**src/rtl/div_pkg.sv**
```systemverilog
// Shared types and constants for the sequential signed divider (seq_divider).
package div_pkg;

  localparam int DIV_WIDTH = 8;

  typedef enum logic [2:0] {
    IDLE,
    LOAD,
    ITER,
    SIGN,
    DONE
  } div_state_e;

  // Iteration counter must hold the value n itself.
  function automatic int cnt_width(input int n);
    return $clog2(n + 1);
  endfunction

endpackage

```
**src/rtl/sdiv_datapath.sv**
```systemverilog
// Restoring-division datapath: A/Q/M registers, trial subtractor and sign fix-up.
// Optional divide-by-zero shortcut compiled in with DIV_BY_ZERO_DET_EN.
module sdiv_datapath
  import div_pkg::*;
#(
  parameter int N = DIV_WIDTH
) (
  input  logic         clk,
  input  logic         rst_n,
  input  logic         load,
  input  logic         iter,
  input  logic         fix,
`ifdef DIV_BY_ZERO_DET_EN
  input  logic         fix_dbz,
  output logic         m_zero,
`endif
  input  logic [N-1:0] dividend,
  input  logic [N-1:0] divisor,
  output logic [N-1:0] quotient,
  output logic [N-1:0] remainder
);

  logic [N-1:0] a_q;
  logic [N-1:0] q_q;
  logic [N-1:0] m_q;
  logic         sq_q;
  logic         sr_q;
  logic [N:0]   trial;

  // A stays below M <= 2^(N-1), so N bits of A plus the shifted-in bit never overflow.
  assign trial = {a_q, q_q[N-1]} - {1'b0, m_q};

`ifdef DIV_BY_ZERO_DET_EN
  assign m_zero = (m_q == '0);
`endif

  always_ff @(posedge clk or negedge rst_n) begin
    if (!rst_n) begin
      a_q       <= '0;
      q_q       <= '0;
      m_q       <= '0;
      sq_q      <= 1'b0;
      sr_q      <= 1'b0;
      quotient  <= '0;
      remainder <= '0;
    end else begin
      // NOTE: state registers use non-blocking assignment so every flop samples pre-edge values.
      if (load) begin
        a_q  <= '0;
        q_q  <= dividend[N-1] ? -dividend : dividend;
        m_q  <= divisor[N-1] ? -divisor : divisor;
        sq_q <= dividend[N-1] ^ divisor[N-1];
        sr_q <= dividend[N-1];
      end else if (iter) begin
        if (!trial[N]) begin
          a_q <= trial[N-1:0];
          q_q <= {q_q[N-2:0], 1'b1};
        end else begin
          a_q <= {a_q[N-2:0], q_q[N-1]};
          q_q <= {q_q[N-2:0], 1'b0};
        end
      end

      if (fix) begin
        quotient  <= sq_q ? -q_q : q_q;
        remainder <= sr_q ? -a_q : a_q;
      end
`ifdef DIV_BY_ZERO_DET_EN
      // Q still holds |dividend| here, so re-applying its sign recovers the dividend.
      else if (fix_dbz) begin
        quotient  <= '1;
        remainder <= sr_q ? -q_q : q_q;
      end
`endif
    end
  end

endmodule

```
**src/rtl/seq_divider.sv**
```systemverilog
// Sequential signed divider top: FSM, iteration counter and start/done handshake.
// Define DIV_BY_ZERO_DET_EN to add the dbz port and the early divide-by-zero exit.
module seq_divider
  import div_pkg::*;
#(
  parameter int N = DIV_WIDTH
) (
  input  logic         clk,
  input  logic         rst_n,
  input  logic         start,
  input  logic [N-1:0] dividend,
  input  logic [N-1:0] divisor,
  output logic         busy,
  output logic         done,
  output logic [N-1:0] quotient,
  output logic [N-1:0] remainder
`ifdef DIV_BY_ZERO_DET_EN
  ,
  output logic         dbz
`endif
);

  localparam int CW = cnt_width(N);

  div_state_e    state_q, state_d;
  logic [CW-1:0] cnt_q;
  logic          load, iter, fix;
`ifdef DIV_BY_ZERO_DET_EN
  logic          fix_dbz;
  logic          m_zero;
`endif

  always_comb begin
    // NOTE: every output of this block gets a default first, so no path infers a latch.
    state_d = state_q;
    load    = 1'b0;
    iter    = 1'b0;
    fix     = 1'b0;
`ifdef DIV_BY_ZERO_DET_EN
    fix_dbz = 1'b0;
`endif
    unique case (state_q)
      IDLE: begin
        if (start) begin
          load    = 1'b1;
          state_d = LOAD;
        end
      end
      LOAD: begin
`ifdef DIV_BY_ZERO_DET_EN
        if (m_zero) begin
          fix_dbz = 1'b1;
          state_d = DONE;
        end else begin
          state_d = ITER;
        end
`else
        state_d = ITER;
`endif
      end
      ITER: begin
        iter = 1'b1;
        if (cnt_q == CW'(1)) state_d = SIGN;
      end
      SIGN: begin
        fix     = 1'b1;
        state_d = DONE;
      end
      DONE:    state_d = IDLE;
      default: state_d = IDLE;
    endcase
  end

  // busy/done are registered from the next state so they line up exactly with the state.
  always_ff @(posedge clk or negedge rst_n) begin
    if (!rst_n) begin
      state_q <= IDLE;
      cnt_q   <= '0;
      busy    <= 1'b0;
      done    <= 1'b0;
    end else begin
      state_q <= state_d;
      busy    <= (state_d == LOAD) || (state_d == ITER) || (state_d == SIGN);
      done    <= (state_d == DONE);
      if (load)      cnt_q <= CW'(N);
      else if (iter) cnt_q <= cnt_q - CW'(1);
    end
  end

`ifdef DIV_BY_ZERO_DET_EN
  always_ff @(posedge clk or negedge rst_n) begin
    if (!rst_n)       dbz <= 1'b0;
    else if (load)    dbz <= 1'b0;
    else if (fix_dbz) dbz <= 1'b1;
  end
`endif

  sdiv_datapath #(.N(N)) u_datapath (
    .clk       (clk),
    .rst_n     (rst_n),
    .load      (load),
    .iter      (iter),
    .fix       (fix),
`ifdef DIV_BY_ZERO_DET_EN
    .fix_dbz   (fix_dbz),
    .m_zero    (m_zero),
`endif
    .dividend  (dividend),
    .divisor   (divisor),
    .quotient  (quotient),
    .remainder (remainder)
  );

endmodule

```
**config.mk**
```make
export PLATFORM = sky130hd
export DESIGN_NAME = seq_divider
export DESIGN_NICKNAME = d
export VERILOG_FILES = /design/src/rtl/div_pkg.sv /design/src/rtl/sdiv_datapath.sv /design/src/rtl/seq_divider.sv
export SDC_FILE = /design/constraint.sdc
export NUM_CORES = 1
export LEC_CHECK = 0
export BUFFER_PORTS_ARGS = -buffer_cell sky130_fd_sc_hd__clkbuf_2
export CAP_MARGIN = 20
export CORE_MARGIN = 2
export CORE_UTILIZATION = 50
export DETAILED_ROUTE_END_ITERATION = 8
export HOLD_SLACK_MARGIN = 0.1
export PLACE_DENSITY = 0.75
export SLEW_MARGIN = 0
export SYNTH_ARGS = -nofsm -noshare
export SYNTH_HDL_FRONTEND = slang
export SYNTH_SLANG_ARGS = --single-unit
export TNS_END_PERCENT = 10
```
**constraint.sdc**
```tcl
create_clock -name clk -period 2.7 [get_ports clk]
set_clock_uncertainty 0.2 [all_clocks]
set_input_delay 0.135 -clock clk [delete_from_list [all_inputs] [get_ports clk]]
set_output_delay 0.135 -clock clk [all_outputs]
set_load 0.01 [all_outputs]
```
==> insert_results.sql, run 1 <==
INSERT INTO impl_metrics (metric_group, metric, value, unit) VALUES
('run_status', 'status', 'completed', ''),
('global_routing', 'grt_max_degree', '41', ''),
('clock_tree', 'cts_sinks', '51', ''),
('logic_synthesis', 'ys_types', '54', ''),
('worst_setup_path', 'crit_required', '2720', 'ps'),
('cells_and_area', 'diodes', '0', ''),
('timing', 'period_needed', '2530', 'ps'),
('worst_setup_path', 'critical_path.max_fanout', '11', ''),
('logic_synthesis', 'synthesized_netlist_net_count', '368', ''),
('clock_tree', 'cts.path.max_buffers', '2', ''),
('floorplanning', 'row_count', '28', ''),
('global_routing', 'wire_length_of_the_first_global_routing_pass', '11.6', 'mm'),
('cells_and_area', 'design.final.nets', '427', ''),
('cells_and_area', 'register_area', '1280', 'µm²'),
('place', 'dp.final_hpwl', '4.57', 'mm'),
('worst_setup_path', 'arrival', '2550', 'ps'),
('timing', 'final_max_slew_viol_count', '0', ''),
('worst_hold_path', 'worst_hold_path_type', 'input port to flip-flop', ''),
('floorplanning', 'core-area', '5890', 'µm²'),
('floorplanning', 'ios', '37', ''),
('logic_synthesis', 'number_of_flops_mapped_to_enable_cells_by_yosys', '0', ''),
('cells_and_area', 'multi_input_comb_area', '1600', 'µm²'),
('cells_and_area', 'final_cell_mix', 'nand2_1 (57), dfrtp_1 (51), o21ai_0 (36), clkbuf_2 (36), dlygate4sd3_1 (25)', ''),
('worst_setup_path', 'worst_path_largest_cell_delay', '360', 'ps'),
('worst_setup_path', 'r2r_slack', '170', 'ps'),
('logic_synthesis', 'postSynthAreaPerCell', '9.08', 'µm²'),
('timing', 'setup_tns', '0', 'ps'),
('worst_setup_path', 'worst_setup_path_endpoint', 'u_datapath.a_q[0]', ''),
('worst_setup_path', 'critPathKind', 'flip-flop to flip-flop', ''),
('clock_tree', 'cts_buffers', '5', ''),
('timing', 'finalSetupViolCount', '0', ''),
('route', 'drt-total-wl', '6.55', 'mm'),
('worst_setup_path', 'critPathLaunch', 'u_datapath.q_q[7]', ''),
('cells_and_area', 'stdcell_count', '468', ''),
('route', 'drt-initial-drc-count', '233', ''),
('global_routing', 'gr-total-overflow', '0', ''),
('place', 'place.port_buffers', '36', ''),
('power_and_ir_drop', 'p_leak', '1.72', 'nW'),
('worst_setup_path', 'timing.critical_path.to_type', 'flip-flop', ''),
('logic_synthesis', 'yosysWarningCount', '0', ''),
('clock_tree', 'clock_tree.root_cell', 'clkbuf_8', ''),
('clock_tree', 'clkTransAtPathRegs', '90', 'ps'),
('floorplanning', 'die_y', '81.9', 'µm'),
('timing', 'setup_repair_after_global_routing_missed_its_margin', 'false', ''),
('floorplanning', 'die_width', '81.9', 'µm'),
('global_routing', 'initial_antenna_violation_count', '0', ''),
('route', 'vias', '2616', ''),
('cells_and_area', 'layout_commonest_cell', 'nand2_1', ''),
('worst_setup_path', 'rr_endpoint', 'u_datapath.a_q[0]', ''),
('logic_synthesis', 'ys_seq_area_frac', '0.421', ''),
('power_and_ir_drop', 'peak_vdd_ir', '0.486', 'mV'),
('global_routing', 'number_of_global_route_vias_before_repair', '2494', ''),
('logic_synthesis', 'async_flop_share', '1.00', ''),
('clock_tree', 'cts_post_setup_buffers_inserted', '0', ''),
('run', 'timing.max_cap.violations', '0', ''),
('route', 'detail-route-antenna-nets', '0', ''),
('clock_tree', 'htree_num_levels', '2', ''),
('place', 'placedCellCount', '435', ''),
('route', 'remaining_drc_errors', '0', ''),
('route', 'routed_wire_length_per_instance', '14.0', 'µm'),
('worst_setup_path', 'timing.critical_path.from_type', 'flip-flop', ''),
('timing', 'final-hold-violation-count', '0', ''),
('cells_and_area', 'final_layout_size_suffix_gt1_frac', '0.158', ''),
('place', 'gpl.final_weighted_congestion', '0.897', ''),
('power_and_ir_drop', 'power.density', '1170', 'nW/µm²'),
('route', 'drt_first_pass_iters', '4', ''),
('logic_synthesis', 'post_synth_inst_count', '334', ''),
('timing', 'period_share', '0.938', ''),
('worst_setup_path', 'cell_by_cell_trace_of_the_critical_path', 'inv_1, ha_1, fa_2, nand2b_1, a211o_1, a31o_1, buf_4, and3_1, o31ai_1', ''),
('cells_and_area', 'layout.filler_cells', '484', ''),
('floorplanning', 'die_outline_area', '6710', 'µm²');
-- power breakdown --
group | total [W] | internal (W) | switching [W]
clock | 0.000526 | 0.000271 | 0.000255
combinational | 0.00234 | 0.00104 | 0.00131
sequential | 0.00143 | 0.00110 | 0.000333
-- timing repair --
| action | CTS | global route |
|---|---|---|
| hold endpoints to repair | 69 | 0 |
| setup endpoints to repair | 0 | 7 |
| gates resized for setup | 0 | 2 |
| hold buffers | 25 | 0 |
-- metrics by stage --
step           worst slack (ps)  power [W]  hold slack (ps)  instance area, µm²  utilization
4_1_cts                     123    0.00427              146                3650        0.620
2_1_floorplan               212    0.00314             -361                3030            -
3_5_place_dp                140    0.00371             -172                3290        0.559
5_1_grt                    27.4    0.00474              167                3660        0.622
6_report                    168    0.00430              147                3660        0.622
3_3_place_gp                197    0.00362             -175                3290        0.559
-- cell type report --
class                   count  area share
inverters                  24      0.0246
repair buffers             69       0.134
clock inverters             2      0.0103
flip-flops and latches     51       0.349
clock buffers               5      0.0188
multi-input cells         242       0.438
well taps                  75      0.0256
-- worst min-delay path by stage --
stage,startpoint,to,depth (start not counted)
floorplan,rst_n,busy,0
global placement,rst_n,cnt_q[3],1
detailed placement,rst_n,cnt_q[3],1
CTS,start,cnt_q[2],4
global route,start,cnt_q[2],4
finish,start,cnt_q[2],4
-- per-layer routing --
metal / share of wire / global-route usage / wire length [µm]
met1: 0.46 / 0.298 / 3010
met2: 0.47 / 0.369 / 3110
met3: 0.045 / 0.0308 / 292
met4: 0.021 / 0.0767 / 138
met5: 0 / 0 / 0
-- synthesized netlist by cell type (2+ instances only) --
cell type	instances	share of area
nand2_1	57	0.071
dfrtp_1	51	0.42
o21ai_0	36	0.059
inv_1	24	0.030
xor2_1	17	0.049
ha_1	14	0.058
clkbuf_1	12	0.015
xnor2_1	12	0.035
nor2_1	10	0.012
a21oi_1	8	0.013
o31ai_1	8	0.020
nand4_1	6	0.012
o211ai_1	6	0.015
a22oi_1	5	0.012
nor2b_1	5	0.010
mux2i_1	4	0.013
or3_1	4	0.0082
a21o_1	3	0.0074
and3_1	3	0.0062
buf_2	3	0.0049
nand2b_1	3	0.0062
nor4_1	3	0.0062
or2_2	3	0.0062
and2_1	2	0.0041
nand3_1	2	0.0033
nor3b_1	2	0.0049
o2111ai_1	2	0.0058
o21a_1	2	0.0049
o311ai_0	2	0.0058
-- state kept, by name, indices dropped and copies added (netlist names) --
name,count
u_datapath.sq_q,1
u_datapath.remainder,8
u_datapath.sr_q,1
u_datapath.m_q,8
state_q,3
u_datapath.q_q,8
cnt_q,4
done,1
u_datapath.quotient,8
busy,1
u_datapath.a_q,8
-- cells by family (layout without fill, tap and decap cells) --
kind of cell,after synthesis,after routing,share of synthesized area
fa+ha+maj,15,15,0.0643
xor+xnor,29,29,0.0837
buf+inv,41,100,0.0544
compound gates,84,84,0.184
simple gates,110,110,0.180
mux,4,4,0.0132
flops,51,51,0.421
-- worst max-delay path, delay by kind of cell (launching register included) --
family | cells | cell delay, ps
flip-flops | 1 | 360
AO/OA/AOI/OAI | 3 | 710
adder cells (fa/ha/maj) | 2 | 570
buffers and inverters | 2 | 260
AND/OR/NAND/NOR | 2 | 340
Note: power is estimated with default switching activity, not from simulation.
==> inputs of run 2 (changes only) <==
GPL_TIMING_DRIVEN = 0   (was not set)
PLACE_DENSITY = not set   (was 0.75)
PLACE_DENSITY_LB_ADDON = 0.25   (was not set)
==> run 2 against run 1 <==
Routed wire length grew 5.2%; via count stayed put; critical path type unchanged; register-to-register slack got worse by 50 ps; cell area rose by 0.44%; fmax shrank 2.1%; cell count is 1.9% higher; combinational power grew 4%; power rose by 0.48%; worst setup slack lost 55 ps.
==> insert_results.sql, run 2 (synthesis gave the netlist of run 1 again) <==
INSERT INTO impl_metrics (metric_group, metric, value, unit) VALUES
('run_status', 'status', 'completed', ''),
('route', 'detail-route-antenna-nets', '0', ''),
('power_and_ir_drop', 'peak_vdd_ir', '0.498', 'mV'),
('worst_setup_path', 'critPathKind', 'flip-flop to flip-flop', ''),
('power_and_ir_drop', 'power.density', '1180', 'nW/µm²'),
('cells_and_area', 'layout_commonest_cell', 'nand2_1', ''),
('cells_and_area', 'flow.area_growth_from_synthesis', '21.1', '%'),
('worst_setup_path', 'worst_r2r_path_depth', '9', ''),
('worst_setup_path', 'r2r_slack', '110', 'ps'),
('place', 'placedInstanceArea', '3320', 'µm²'),
('floorplanning', 'row_count', '28', ''),
('clock_tree', 'cts_sinks', '51', ''),
('timing', 'period_share', '0.958', ''),
('worst_setup_path', 'crit_required', '2710', 'ps'),
('clock_tree', 'later_pin_clock_latency_in_the_skew_report', '310', 'ps'),
('worst_setup_path', 'timing.critical_path.to_type', 'flip-flop', ''),
('worst_setup_path', 'rr_startpoint', 'u_datapath.q_q[7]', ''),
('floorplanning', 'ios', '37', ''),
('clock_tree', 'cts_buffers', '5', ''),
('clock_tree', 'cts.path.max_buffers', '2', ''),
('floorplanning', 'core-area', '5890', 'µm²'),
('timing', 'slew_headroom', '0.478', ''),
('clock_tree', 'tritoncts_clock_tree', 'yes', ''),
('floorplanning', 'die_outline_area', '6710', 'µm²'),
('timing', 'finalSetupViolCount', '0', ''),
('route', 'drt-initial-drc-count', '181', ''),
('route', 'drt_first_pass_iters', '6', ''),
('timing', 'setup_tns', '0', 'ps'),
('worst_setup_path', 'timing.critical_path.from_type', 'flip-flop', ''),
('clock_tree', 'htree_num_levels', '2', ''),
('worst_hold_path', 'worst_hold_path_type', 'input port to async pin', ''),
('place', 'gpl.final_weighted_congestion', '0.850', ''),
('route', 'drt-total-wl', '6.89', 'mm'),
('route', 'routed_wire_length_per_instance', '14.4', 'µm'),
('timing', 'fmax', '387', 'MHz'),
('global_routing', 'gr-total-overflow', '0', ''),
('cells_and_area', 'final_layout_size_suffix_gt1_frac', '0.157', ''),
('route', 'avgViaCountPerCell', '5.48', ''),
('global_routing', 'grt_max_degree', '28', ''),
('worst_setup_path', 'critical_path.max_fanout', '10', ''),
('global_routing', 'groute.usage.overall', '0.228', ''),
('timing', 'final-hold-violation-count', '0', ''),
('global_routing', 'number_of_global_route_vias_before_repair', '2557', ''),
('clock_tree', 'clkTransAtPathRegs', '90', 'ps'),
('place', 'dp.final_hpwl', '4.97', 'mm'),
('timing', 'period_needed', '2590', 'ps'),
('route', 'vias', '2616', ''),
('floorplanning', 'initial_utilization', '0.516', ''),
('floorplanning', 'die_width', '81.9', 'µm'),
('cells_and_area', 'diodes', '0', ''),
('clock_tree', 'clock_tree.root_cell', 'clkbuf_8', ''),
('route', 'remaining_drc_errors', '0', ''),
('power_and_ir_drop', 'p_leak', '1.71', 'nW'),
('cells_and_area', 'layout.filler_cells', '519', ''),
('worst_setup_path', 'rr_endpoint', 'u_datapath.a_q[1]', ''),
('floorplanning', 'die_y', '81.9', 'µm'),
('worst_setup_path', 'arrival', '2600', 'ps'),
('run', 'timing.max_cap.violations', '0', ''),
('timing', 'worstMarginPinSlew', '782', 'ps'),
('cells_and_area', 'design.final.nets', '435', ''),
('timing', 'final_max_slew_viol_count', '0', ''),
('cells_and_area', 'final_cell_area', '3670', 'µm²'),
('place', 'place.port_buffers', '34', ''),
('global_routing', 'wire_length_of_the_first_global_routing_pass', '11.6', 'mm'),
('cells_and_area', 'final_cell_mix', 'nand2_1 (57), dfrtp_1 (50), o21ai_0 (36)', ''),
('global_routing', 'initial_antenna_violation_count', '0', '');
==> run 2: repair_timing <==
item,CTS,global route
setup buffers,0,3
resized for setup,0,5
setup endpoints to repair,0,9
hold buffers,22,0
endpoints found under the hold margin,70,0
==> run 2: final cells by class <==
| cell class | count | area [µm²] | share of cell area |
|---|---|---|---|
| Multi-Input combinational cell | 242 | 1600 | 0.436 |
| Buffer | 17 | 75.1 | 0.0204 |
| Sequential cell | 51 | 1280 | 0.348 |
| Timing Repair Buffer | 60 | 433 | 0.118 |
| Tap cell | 75 | 93.8 | 0.0255 |
| Clock buffer | 7 | 96.3 | 0.0262 |
| Inverter | 24 | 90.1 | 0.0245 |
| Clock inverter | 1 | 7.51 | 0.00204 |
==> run 2: worst max-delay path by stage <==
stage / start / depth (start not counted) / slack [ps] / to
final: u_datapath.q_q[7] / 9 / 110 / u_datapath.a_q[1]
after global routing: u_datapath.q_q[7] / 9 / -20 / u_datapath.a_q[1]
after CTS: u_datapath.q_q[7] / 9 / 10 / u_datapath.q_q[0]
after detailed placement: u_datapath.q_q[7] / 9 / 30 / u_datapath.q_q[0]
after global placement: u_datapath.q_q[7] / 9 / 50 / u_datapath.q_q[0]
after floorplan: u_datapath.q_q[7] / 9 / 210 / u_datapath.q_q[0]
==> run 2: worst max-delay path, cell delays in order (launching register included) <==
cell	delay [ps]
dfrtp_1	370
inv_2	70
ha_2	190
fa_2	340
nand2b_1	170
a211o_1	350
a31o_1	230
buf_2	190
and3_1	180
o31ai_1	210
==> run 2: routing by layer <==
metal / global-route usage / routed length, µm / vias up
met5: 0 / 0 / -
met4: 0.0750 / 108 / 0
met3: 0.0396 / 323 / 13
met2: 0.394 / 3390 / 73
met1: 0.287 / 3060 / 1232
li1: - / - / 1298
==> run 2: where the power goes <==
group / internal [W] / switching [W] / leakage [nW] / total, W
registers: 0.00110 / 0.000304 / 0.646 / 0.00140
clock network: 0.000234 / 0.000257 / 0.0505 / 0.000491
logic: 0.00106 / 0.00137 / 1.01 / 0.00243
total: 0.00239 / 0.00193 / 1.71 / 0.00432
==> run 2: metrics by stage <==
stage | total power (W) | worst slack [ps] | instances | hold WS (ps) | util
floorplan | 0.00314 | 212 | 334 | -361 | -
global placement | 0.00368 | 50.8 | 443 | 240 | 0.560
detailed placement | 0.00376 | 26.0 | 444 | -18.0 | 0.564
CTS | 0.00427 | 11.2 | 474 | 185 | 0.619
global route | 0.00476 | -19.3 | 477 | 238 | 0.624
finish | 0.00432 | 113 | 477 | 160 | 0.624
